## src/rtl/sample_accum_pkg.sv

```systemverilog
// Shared constants and the width-generic clipping adder used by sample_accum.
package sample_accum_pkg;

   localparam int unsigned ADD_W = 64;

   function automatic int unsigned cnt_width(input int unsigned n);
      return (n <= 2) ? 1 : int'($clog2(n));
   endfunction

   // Returns {overflow, sum}; the sum is clipped to w bits by saturation or wrap.
   function automatic logic [ADD_W:0] sat_add(input logic [ADD_W-1:0] a,
                                              input logic [ADD_W-1:0] b,
                                              input int unsigned      w,
                                              input logic             sat);
      logic [ADD_W:0] sum;
      logic [ADD_W:0] lim;
      logic           ovf;
      sum = {1'b0, a} + {1'b0, b};
      lim = ({{ADD_W{1'b0}}, 1'b1} << w) - {{ADD_W{1'b0}}, 1'b1};
      ovf = (sum > lim);
      if (ovf && sat) sum = lim;
      else            sum = sum & lim;
      return {ovf, sum[ADD_W-1:0]};
   endfunction

endpackage

```

## src/rtl/sat_adder.sv

```systemverilog
// Combinational acc + zero-extended sample, DSIZE result plus overflow flag (DSIZE < 64).
// Saturates at all-ones when SAMPLE_ACCUM_SAT_EN is defined, otherwise wraps.
module sat_adder
   import sample_accum_pkg::*;
#(
   parameter int ISIZE = 8,
   parameter int DSIZE = 16
) (
   input  logic [DSIZE-1:0] acc_i,
   input  logic [ISIZE-1:0] sample_i,
   output logic [DSIZE-1:0] sum_o,
   output logic             ovf_o
);

`ifdef SAMPLE_ACCUM_SAT_EN
   localparam logic SAT = 1'b1;
`else
   localparam logic SAT = 1'b0;
`endif

   logic [ADD_W:0]         res;
   logic [ADD_W-DSIZE-1:0] unused_hi;

   assign res = sat_add(ADD_W'(acc_i), ADD_W'(sample_i), DSIZE, SAT);
   assign {ovf_o, unused_hi, sum_o} = res;

endmodule

```

## src/rtl/sample_accum.sv

```systemverilog
// Sums NSAMPLE unsigned samples per window into a held output register; sum valid 1 cycle after final accept.
// Input stalls only when the final sample would overwrite an unconsumed sum. Optional SAMPLE_ACCUM_SAT_EN adds saturation + ovf.
module sample_accum
   import sample_accum_pkg::*;
#(
   parameter int ISIZE   = 8,
   parameter int DSIZE   = 16,
   parameter int NSAMPLE = 16
) (
   input  logic             clock,
   input  logic             rst,
   input  logic             clear,
   input  logic             in_valid,
   output logic             in_ready,
   input  logic [ISIZE-1:0] indata,
   output logic             out_valid,
   input  logic             out_ready,
   output logic [DSIZE-1:0] outdata
`ifdef SAMPLE_ACCUM_SAT_EN
   ,
   output logic             ovf
`endif
);

   localparam int unsigned    CW   = cnt_width(NSAMPLE);
   localparam logic [CW-1:0]  LAST = CW'(NSAMPLE - 1);

   logic [DSIZE-1:0] acc_q, acc_d;
   logic [CW-1:0]    cnt_q, cnt_d;
   logic             ovld_q, ovld_d;
   logic [DSIZE-1:0] odat_q, odat_d;
   logic [DSIZE-1:0] sum;
   logic             accept;
   logic             last;

   assign last      = (cnt_q == LAST);
   assign in_ready  = !clear && !(ovld_q && !out_ready && last);
   assign accept    = in_valid && in_ready;
   assign out_valid = ovld_q;
   assign outdata   = odat_q;

`ifdef SAMPLE_ACCUM_SAT_EN
   logic add_ovf;
   logic win_ovf_q, win_ovf_d;
   logic ovf_q, ovf_d;
`else
   logic unused_add_ovf;
`endif

   sat_adder #(.ISIZE(ISIZE), .DSIZE(DSIZE)) u_add (
      .acc_i    (acc_q),
      .sample_i (indata),
      .sum_o    (sum),
`ifdef SAMPLE_ACCUM_SAT_EN
      .ovf_o    (add_ovf)
`else
      .ovf_o    (unused_add_ovf)
`endif
   );

   always_comb begin
      acc_d  = acc_q;
      cnt_d  = cnt_q;
      ovld_d = ovld_q && !out_ready;
      odat_d = odat_q;
      if (clear) begin
         acc_d = '0;
         cnt_d = '0;
      end else if (accept) begin
         if (last) begin
            odat_d = sum;
            ovld_d = 1'b1;
            acc_d  = '0;
            cnt_d  = '0;
         end else begin
            acc_d = sum;
            cnt_d = cnt_q + CW'(1);
         end
      end
   end

   always_ff @(posedge clock or posedge rst) begin
      if (rst) begin
         acc_q  <= '0;
         cnt_q  <= '0;
         ovld_q <= 1'b0;
         odat_q <= '0;
      end else begin
         acc_q  <= acc_d;
         cnt_q  <= cnt_d;
         ovld_q <= ovld_d;
         odat_q <= odat_d;
      end
   end

`ifdef SAMPLE_ACCUM_SAT_EN
   // ovf is sticky across the window and published alongside the sum.
   always_comb begin
      win_ovf_d = win_ovf_q;
      ovf_d     = ovf_q;
      if (clear) begin
         win_ovf_d = 1'b0;
      end else if (accept) begin
         if (last) begin
            ovf_d     = win_ovf_q | add_ovf;
            win_ovf_d = 1'b0;
         end else begin
            win_ovf_d = win_ovf_q | add_ovf;
         end
      end
   end

   always_ff @(posedge clock or posedge rst) begin
      if (rst) begin
         win_ovf_q <= 1'b0;
         ovf_q     <= 1'b0;
      end else begin
         win_ovf_q <= win_ovf_d;
         ovf_q     <= ovf_d;
      end
   end

   assign ovf = ovf_q;
`endif

endmodule

```

## config.mk

```make
export PLATFORM = sky130hd
export DESIGN_NAME = sample_accum
export DESIGN_NICKNAME = d
export VERILOG_FILES = /design/src/rtl/sample_accum_pkg.sv /design/src/rtl/sat_adder.sv /design/src/rtl/sample_accum.sv
export SDC_FILE = /design/constraint.sdc
export NUM_CORES = 1
export LEC_CHECK = 0
export CORE_MARGIN = 4
export CORE_UTILIZATION = 46
export CTS_CLUSTER_DIAMETER = 30
export DETAILED_ROUTE_END_ITERATION = 8
export DONT_BUFFER_PORTS = 1
export PLACE_DENSITY = 0.7
export SLEW_MARGIN = 20
export SYNTH_ARGS = -nofsm -noshare
export SYNTH_HDL_FRONTEND = slang
export SYNTH_SLANG_ARGS = --single-unit
```

## constraint.sdc

```tcl
create_clock -name clock -period 2.7 [get_ports clock]
set_clock_uncertainty 0.2 [all_clocks]
set_input_delay 0.54 -clock clock [delete_from_list [all_inputs] [get_ports clock]]
set_output_delay 0.54 -clock clock [all_outputs]
set_load 0.02 [all_outputs]
```

# Word-level counts from Yosys, hierarchy flattened
# Cells that the tools add are included.
dict set report word_totals {
  regBits 37
  output_inout_bits 18
  wordCells 26
}
dict set report classes {
  n_addsub 2
  eq_ne 1
  muxes 9
  bitwise 1
  reduce_logical 9
}
# cell count
set op_table {}
lappend op_table {{$mux 16} 3}
lappend op_table {{$add 16x8->16} 1}
lappend op_table {{$mux 4} 3}
lappend op_table {{$add 4x1->4 const B} 1}
lappend op_table {{$eq 4x4->1 const B} 1}
lappend op_table {{$logic_and 1x1->1} 4}
lappend op_table {{$logic_not 1->1} 3}
lappend op_table {{$mux 1} 3}
lappend op_table {{$reduce_and 3->1} 1}
lappend op_table {{$reduce_bool 2->1} 1}
lappend op_table {{$not 1->1} 1}

# Logic depth before layout (Yosys ltp)
# Gate-level depths: netlist of the first run.
dict set report depth {
  depth_word 8
  mapped_depth 8
  mapped_depth_nobuf 7
}

# By module
# Synthesis of the first run repeated with hierarchy kept, for this count alone.
dict set report hier_totals {
  hier_cells 182
  hier_area_um2 2084.5
}
# mod instances cells_per_inst area_per_inst_um2 seq_area_each_um2
set by_module_without_submodules {}
lappend by_module_without_submodules {sample_accum 1 104 1502.7 925.9}
lappend by_module_without_submodules {sat_adder 1 78 581.8 0.0}

# Worst setup path before layout of the first run
# Ideal clock, no wire load.
dict set report synth_path {
  kind {input port to flip-flop}
  from {input port indata[0]}
  to {register odat_q[12], in the netlist outdata[12]}
  setup_ns 0.133
  t_arrival_ns 2.038
  slack_ns 0.329
  stages 7
  n_path_buf 0
  path_cell_list {ha_1 > fa_1 > a211oi_1 > o211ai_1 > and3_1 > xnor2_1 > o21ai_1}
}
dict set report synth_via {
  elab_chain_len 1
}
# element line_no
set synth_lines {}
lappend synth_lines {{start: declaration} sample_accum.sv:15} ;# input logic [ISIZE-1:0] indata,
lappend synth_lines {{$add 16x8->16} sample_accum_pkg.sv:18} ;# sum = {1'b0, a} + {1'b0, b};
lappend synth_lines {{end signal: assignment} sample_accum.sv:92} ;# odat_q <= odat_d;
lappend synth_lines {{end: declaration} sample_accum.sv:31} ;# logic [DSIZE-1:0] odat_q, odat_d;
# Every way passes these cells.
# A chain may end at the register's enable or synchronous reset.

# Worst setup path after layout of the first run
dict set report layout_path {
  from {register acc_q[0]}
  to {register odat_q[12], in the netlist outdata[12]}
}
dict set report layout_via {
  elab_chain_len 1
}
# element line_no
set layout_lines {}
lappend layout_lines {{start: declaration} sample_accum.sv:28} ;# logic [DSIZE-1:0] acc_q, acc_d;
lappend layout_lines {{start signal: assignment} sample_accum.sv:84} ;# acc_q <= '0;
lappend layout_lines {{start signal: assignment} sample_accum.sv:89} ;# acc_q <= acc_d;
lappend layout_lines {{$add 16x8->16} sample_accum_pkg.sv:18}
# Every way passes these cells.

==> reports/qor.txt, run 1 <==
detailed-route via count - 1398
simple-gate area share of the yosys netlist - 0.1357
post-synthesis cell count - 197
RSZ-0062 raised after global routing - no
drc violations - 0
Syn Nets - 220
fin area - 0.002151 mm²
HPWL after detailed placement - 2695 µm
area of the core - 0.004086 mm²
die height - 73.64 µm
peak supply drop - 0.3600 mV
Initial DRC Count - 55
router iterations before antenna repair - 4
main combinational cell family by area after synthesis - compound AO/OA/AOI/OAI gates
Clk Latency, worst-skew pair - 290 ps
leakage power - 0.0009812 µW
PwrDens - 583.7 mW/mm²
TritonCTS clock tree - yes
startpoint types - register
Synth Area in Adders - 0.06692
CP arrival - 2350 ps
max-cap violation count - 0
mux cell area share after synthesis - 0.04482
Final min period - 2382 ps
total I/O pin count - 31
Tot GR Track Use - 0.1635
vias per inst - 5.526
most common cell after layout, fill and taps aside - dfrtp_1
Port Buffers - 0
Syn Area/Cell - 10.06 µm²
synth unique cells - 36
H-tree Lvls - 2
die width - 73.64 µm
first-pass GRT wire length - 6624 µm
Compound-Gate Fraction of Synth Area - 0.1932
final hold vios - 0
Layout Nets - 225
largest net degree at the start of global routing - 38
placed cell area - 0.002049 mm²
status - finished, final reports clean
clock root buffer - clkbuf_8
Reg clk slew, reported paths - 70 ps
crit path max fanout - 5
Rel. slew slack - 0.6962
antenna violations before repair - 0
TNS Setup - 0 ps
# clock sinks - 37
Die Area - 0.005423 mm²
Min-Delay Path Class - in2async
Post-Syn Area - 0.001982 mm²
mean routed wirelength per cell - 14.93 µm
Hold Slack - 39.21 ps
share of layout cells above drive strength 1 - 0.1232
post-route ant nets - 0
Setup CP Type - reg2reg
# Post-CTS Setup Buffers - 0
CTS buffer count - 5
final wirelength - 3778 µm
starting density of the core - 0.4850
Seq cells post-synth - 37
fin. max-slew vios - 0
number of global-route vias before repair - 1401
Worst Tran Pin Value - 455.6 ps
gp weighted congestion - 0.8489
CTS Buffer Depth - 2
Std-Cell Rows - 23
Synth Area in XOR/XNOR - 0.06629
GRT overflow - 0
most frequent cells in the layout - dfrtp_1 (37), nand2_1 (24), xnor2_1 (13)
synth warn - 0
Setup crit end kind - register
final cycle utilization of the critical path - 0.8823
diodes inserted - 0
cts repair resizes - 0
area delta synth->final - 8.523%
Hold-fix buffers, CTS - 0
Max Freq - 0.4198 GHz
required time worst endpoint - 2670 ps
setup violators final - 0
fin util - 0.5263
sequential cell area fraction in the yosys report - 0.4672
cell families (layout without fill, tap and decap cells):
kind of cell | after synthesis | after routing
XOR/XNOR | 15 | 15
AO/OA/AOI/OAI | 57 | 57
buffers and inverters | 13 | 19
adder cells (fa/ha/maj) | 10 | 10
AND/OR/NAND/NOR | 57 | 57
multiplexers | 8 | 8
flip-flops | 37 | 37
final cells by class:
class	count	area, µm²
Tap cell	50	62.56
Clock buffer	7	96.34
Clock inverter	1	5.005
Timing Repair Buffer	4	30.03
Multi-Input combinational cell	147	1005
Inverter	7	26.28
Sequential cell	37	925.9
Fill cell	380	1936
metal layers:
layer	part of all wire	wire length, µm	GRT usage
met4	0.022	84	0.08652
met5	0	0	0
met2	0.46	1725	0.2539
met3	0.061	230	0.06019
met1	0.46	1738	0.1965
synthesized netlist by cell type:
| cell | n | area share |
|---|---|---|
| a2111o_1 | 1 | 0.0057 |
| a211oi_1 | 1 | 0.0038 |
| a21o_1 | 3 | 0.011 |
| a21oi_1 | 11 | 0.028 |
| a21oi_2 | 4 | 0.018 |
| a22o_1 | 9 | 0.040 |
| and2_0 | 1 | 0.0032 |
| and2_1 | 1 | 0.0032 |
| and3_1 | 2 | 0.0063 |
| and4_1 | 1 | 0.0044 |
| buf_2 | 2 | 0.0051 |
| clkbuf_1 | 4 | 0.0076 |
| dfrtp_1 | 37 | 0.47 |
| fa_1 | 1 | 0.010 |
| ha_1 | 9 | 0.057 |
| inv_1 | 7 | 0.013 |
| mux2_2 | 7 | 0.040 |
| mux2i_1 | 1 | 0.0051 |
| nand2_1 | 24 | 0.045 |
| nand2b_1 | 1 | 0.0032 |
| nand3_1 | 6 | 0.015 |
| nand3b_1 | 2 | 0.0076 |
| nand4_1 | 3 | 0.0095 |
| nor2_1 | 10 | 0.019 |
| nor2b_1 | 4 | 0.013 |
| nor4_1 | 2 | 0.0063 |
| o211ai_1 | 3 | 0.011 |
| o21ai_0 | 11 | 0.028 |
| o21ai_1 | 5 | 0.013 |
| o21ai_2 | 1 | 0.0044 |
| o21bai_1 | 4 | 0.015 |
| o221a_2 | 1 | 0.0057 |
| o22ai_1 | 2 | 0.0063 |
| o31ai_1 | 1 | 0.0038 |
| xnor2_1 | 13 | 0.057 |
| xor2_1 | 2 | 0.0088 |
registers in the layout, indices dropped and copies added (netlist names):
signal     flops
out_valid      1
cnt_q          4
acc_q         16
outdata       16
where the power goes:
part	switching (µW)	internal [µW]
Sequential	26.9	581
Combinational	134	89.9
Clock	193	231
critical path: stages (launching register included):
cell and delay (ps):
dfrtp_1 390, ha_1 220, fa_1 430, a211oi_1 320, o211ai_1 230, and3_1 260, xnor2_1 140, o21ai_1 70
metrics by stage:
stage	setup WS [ps]	total power [µW]	std cells
2_1_floorplan	329.3	796.8	197
3_3_place_gp	214.3	839.5	245
3_5_place_dp	170.6	842.1	245
4_1_cts	301.9	1272	253
5_1_grt	143.5	1331	253
6_report	317.8	1255	253
path summary, 6_finish.rpt:
kind	slack, ps	from	cells after the start	end
setup / recovery	320	acc_q[0]	7	outdata[12]
hold / removal	40	rst	2	acc_q[1]
setup reg to reg	320	acc_q[0]	7	outdata[12]
hold reg to reg	280	cnt_q[3]	1	cnt_q[3]
max in group asynchronous	1940	rst	2	acc_q[13]
min in group clock	110	clear	1	cnt_q[2]
Power figures use the tool's default switching activity.
==> run 2: changes to the inputs <==
==> constraint.sdc (replaced) <==
create_clock -name clock -period 3.03 [get_ports clock]
set_clock_uncertainty 0.2 [all_clocks]
set_input_delay 0.303 -clock clock [delete_from_list [all_inputs] [get_ports clock]]
set_output_delay 0.303 -clock clock [all_outputs]
set_load 0.02 [all_outputs]
==> run 2 against run 1 <==
Net effect:
- setup slack improved by 330 ps
- critical path type unchanged
- first-iteration DRC count rose by 13%
- sequential share of layout area rose by 0.050 points
- flip-flop and latch count did not move
- power fell by 13%
- largest power group unchanged
- clock power fell by 17%
- design area fell by 0.12%
==> reports/qor.txt, run 2 (synthesized netlist as in run 1, its figures left out) <==
Sequential Power Share - 0.496
total I/O pin count - 31
peak supply drop - 0.2334 mV
final wirelength - 3835 µm
PwrDens - 508.8 mW/mm²
WP buf/inv - 0
starting density of the core - 0.4850
ordered list of cells on the worst path - ha_1, fa_1, a211oi_1, o211ai_1, and3_1, o21bai_1, a22o_1
Rel. slew slack - 0.4834
Hold Slack - 15.57 ps
die width - 73.64 µm
share of layout cells above drive strength 1 - 0.1084
Worst path top cell family by delay - compound AO/OA/AOI/OAI gates
antenna violations before repair - 0
leakage power - 0.0009745 µW
R2R setup slack - 650 ps
CTS Buffer Depth - 2
clock root buffer - clkbuf_8
slack of the critical path - 646.5 ps
router iterations before antenna repair - 4
most frequent cells in the layout - dfrtp_1 (37), nand2_1 (24), xnor2_1 (13)
startpoint types - register
most common cell after layout, fill and taps aside - dfrtp_1
RSZ-0062 raised after global routing - no
fin. max-slew vios - 0
detailed-route via count - 1429
first-pass GRT wire length - 6672 µm
required time worst endpoint - 3060 ps
Worst Tran Pin Value - 774.4 ps
Clk Latency, worst-skew pair - 290 ps
Die Area - 0.005423 mm²
Psw - 313.7 µW
CP arrival - 2410 ps
Clock Power Share - 0.320
vias per inst - 5.648
crit path max fanout - 5
slowest CP cell - fa_1
CTS buffer count - 5
Setup crit end kind - register
Max Freq - 0.4196 GHz
Initial DRC Count - 62
sw frac - 0.2870
Std-Cell Rows - 23
# clock sinks - 37
placed cell count - 244
Port Buffers - 0
area of the core - 0.004086 mm²
drc violations - 0
die height - 73.64 µm
Reg clk slew, reported paths - 70 ps
gp weighted congestion - 0.8484
H-tree Lvls - 2
diodes inserted - 0
post-route ant nets - 0
Layout Nets - 226
Final min period - 2384 ps
largest net degree at the start of global routing - 38
Tot GR Track Use - 0.1626
TNS Setup - 0 ps
GRT overflow - 0
pre-CTS WS - 677.5 ps
Combinational Power Share - 0.184
area delta synth->final - 8.396%
Min-Delay Path Class - in2reg
Setup CP Type - reg2reg
HPWL after detailed placement - 2722 µm
number of global-route vias before repair - 1450
final cycle utilization of the critical path - 0.7866
max-cap violation count - 0
Crit path largest cell delay - 430 ps
Pint - 779.4 µW
setup violators final - 0
status - finished, final reports clean
Final Power - 1093 µW
final hold vios - 0
fin cells - 253
TritonCTS clock tree - yes
mean routed wirelength per cell - 15.16 µm
==> run 2: changes by cell type in the layout (fill, tap and decap cells not counted), sizes merged <==
cell and delta:
buf -1, dlygate4sd3 +2, clkinv -1
==> run 2: power groups by stage <==
| stage | Clock (µW) | Combinational [µW] | Sequential (µW) |
|---|---|---|---|
| detailed placement | 0 | 199 | 551 |
| CTS | 357 | 202 | 542 |
| global placement | 0 | 196 | 550 |
| floorplan | 0 | 163 | 547 |
| finish | 350 | 202 | 542 |
| global route | 372 | 233 | 545 |
==> run 2: cell type report <==
| class | count | area [µm²] |
|---|---|---|
| clock buffer | 7 | 86.33 |
| multi-input combinational | 147 | 1005 |
| inverter | 7 | 26.28 |
| tap | 50 | 62.56 |
| sequential | 37 | 925.9 |
| fill | 381 | 1938 |
| timing repair buffer | 5 | 42.54 |
==> run 2: layer usage <==
layer | vias up | GRT usage | share of wire
li1 | 720 | - | -
met1 | 671 | 0.1998 | 0.48
met2 | 30 | 0.2530 | 0.44
met3 | 8 | 0.05198 | 0.055
met4 | 0 | 0.08652 | 0.024
met5 | - | 0 | 0
==> run 2: final timing paths <==
kind | start | cells after the start | endpoint
hold / removal | clear | 3 | cnt_q[3]
max in group asynchronous | rst | 3 | acc_q[9]
setup reg to reg | acc_q[0] | 7 | acc_q[12]
min in group asynchronous | rst | 3 | outdata[0]
setup / recovery | acc_q[0] | 7 | acc_q[12]
hold reg to reg | cnt_q[3] | 1 | cnt_q[3]
==> run 2: metrics by stage <==
step                utilization  instance area [µm²]
global placement         0.4997                 2042
finish                   0.5257                 2148
detailed placement       0.4997                 2042
global route             0.5257                 2148
floorplan                     -                 1982
CTS                      0.5257                 2148
==> run 2: worst reg2reg max path: stages (launching register included) <==
cell,delay [ps]
dfrtp_1,380
ha_1,210
fa_1,430
a211oi_1,320
o211ai_1,240
and3_1,260
o21bai_1,130
a22o_1,140
==> run 2: timing repair <==
| item | in CTS | in global routing |
|---|---|---|
| gates resized for setup | 0 | 0 |
| hold buffers | 2 | 0 |
| hold endpoints to repair | 39 | 0 |
| buffers inserted | 0 | 0 |
| endpoints found under the setup margin | 0 | 0 |
==> run 3: changes to the inputs <==
==> constraint.sdc (replaced) <==
create_clock -name clock -period 2.24 [get_ports clock]
set_clock_uncertainty 0.2 [all_clocks]
set_input_delay 0.224 -clock clock [delete_from_list [all_inputs] [get_ports clock]]
set_output_delay 0.224 -clock clock [all_outputs]
set_load 0.02 [all_outputs]
==> run 3 against run 2 <==
Net effect:
- routed wire length decreased by 0.91%
- combinational power up 54%
- sequential power rose by 36%
- non-clock buffer count increased by 10
- flip-flop and latch count stayed put
- sequential share of layout area shrank 3.0 points
- utilization is 3.9 points higher
- worst hold slack worse by 2.7 ps
- die area stayed put
- clock power is 44% higher
- critical path type unchanged
==> reports/qor.txt, run 3 (synthesized netlist as in run 1, its figures left out) <==
router iterations before antenna repair - 6
largest net degree at the start of global routing - 38
status - finished, final reports clean
most frequent cells in the layout - dfrtp_1 (37), nand2_1 (24), xnor2_1 (13)
Setup crit end kind - register
Worst path top cell family by delay - compound AO/OA/AOI/OAI gates
Setup CP Type - reg2reg
Rel. slew slack - 0.6956
total I/O pin count - 31
vias per inst - 5.470
Clk Latency, worst-skew pair - 280 ps
slack of the critical path - 90.77 ps
die width - 73.64 µm
peak supply drop - 0.2579 mV
TritonCTS clock tree - yes
HPWL after detailed placement - 2700 µm
final hold vios - 0
H-tree Lvls - 2
ordered list of cells on the worst path - ha_4, a21oi_1, a2111o_1, a21oi_2, o21bai_1, a22o_1
RSZ-0062 raised after global routing - yes
Pint - 1119 µW
clock root buffer - clkbuf_8
final-layout fill cell count - 348
mean routed wirelength per cell - 14.39 µm
TNS Setup - 0 ps
first-pass GRT wire length - 6651 µm
startpoint types - register
slowest CP cell - a2111o_1
Max Freq - 0.4653 GHz
post-route ant nets - 0
Crit path largest cell delay - 530 ps
PwrDens - 671.1 mW/mm²
number of global-route vias before repair - 1480
Psw - 431.4 µW
Min-Delay Path Class - in2reg
Std-Cell Rows - 23
antenna violations before repair - 0
diodes inserted - 0
Clock Power Share - 0.325
drc violations - 0
placed cell area - 0.002127 mm²
Worst Tran Pin Value - 456.6 ps
share of layout cells above drive strength 1 - 0.1916
WP buf/inv - 0
Final min period - 2149 ps
most common cell after layout, fill and taps aside - dfrtp_1
pre-CTS WS - -78.95 ps
gp weighted congestion - 0.8347
fin area - 0.002310 mm²
CP arrival - 2120 ps
fin util - 0.5652
Initial DRC Count - 67
area delta synth->final - 16.54%
crit path max fanout - 5
GRT overflow - 0
die height - 73.64 µm
starting density of the core - 0.4850
max-cap violation count - 0
Reg clk slew, reported paths - 70 ps
detailed-route via count - 1444
required time worst endpoint - 2210 ps
Port Buffers - 0
CTS buffer count - 5
area of the core - 0.004086 mm²
Combinational Power Share - 0.201
setup violators final - 0
Layout Nets - 236
# clock sinks - 37
sw frac - 0.2783
final cycle utilization of the critical path - 0.9595
fin. max-slew vios - 0
Die Area - 0.005423 mm²
Sequential Power Share - 0.474
Tot GR Track Use - 0.1583
final wirelength - 3800 µm
leakage power - 0.001036 µW
CTS Buffer Depth - 2
run 3: cell types whose count changed in the layout (fill, tap and decap cells not counted), sizes merged:
cell    delta
buf       +10
clkinv     +1
run 3: per-stage QoR:
stage	power, µW	std cells	hold slack, ps
2_1_floorplan	960.4	197	90.34
3_3_place_gp	1030	252	52.61
3_5_place_dp	1034	252	51.23
4_1_cts	1553	262	4.671
5_1_grt	1650	264	9.465
6_report	1550	264	12.84
run 3: layout make-up:
class	count	area [µm²]	area share
Tap cell	50	62.56	0.02709
Inverter	7	26.28	0.01138
Timing Repair Buffer	15	142.6	0.06176
Clock buffer	7	96.34	0.04171
Multi-Input combinational cell	147	1051	0.4550
Sequential cell	37	925.9	0.4009
Clock inverter	1	5.005	0.002167
run 3: worst paths after layout:
kind	from	depth (start not counted)	to	slack, ps
setup / recovery	acc_q[2]	6	acc_q[9]	90
setup reg to reg	acc_q[2]	6	acc_q[9]	90
hold reg to reg	cnt_q[3]	1	cnt_q[3]	280
min in group asynchronous	rst	3	outdata[0]	280
max in group asynchronous	rst	3	acc_q[11]	1230
hold / removal	out_ready	2	out_valid	10
run 3: power by group through the flow:
stage	Clock [µW]	Combinational [µW]	Sequential, µW
floorplan	0	220	740
global placement	0	286	744
detailed placement	0	288	745
CTS	524	297	733
global route	557	354	740
finish	503	312	735
run 3: metal layers:
layer  track usage  up-vias  routed length [µm]
met5             0        -                   0
met1        0.2033      681                1791
met2        0.2510       24                1754
met4       0.04829        0                  51
met3       0.05472        6                 202
li1              -      733                   -
run 3: repair_timing:
item,4_1_cts,5_1_grt
hold endpoints to repair,40,0
resized for setup,2,6
pin swaps,2,9
endpoints found under the setup margin,7,16
hold buffers,2,0
buffers inserted,0,2
run 3: worst register-to-register path, cell delays in order (launching register included):
cell,delay (ps)
dfrtp_1,410
ha_4,290
a21oi_1,80
a2111o_1,530
a21oi_2,250
o21bai_1,90
a22o_1,190
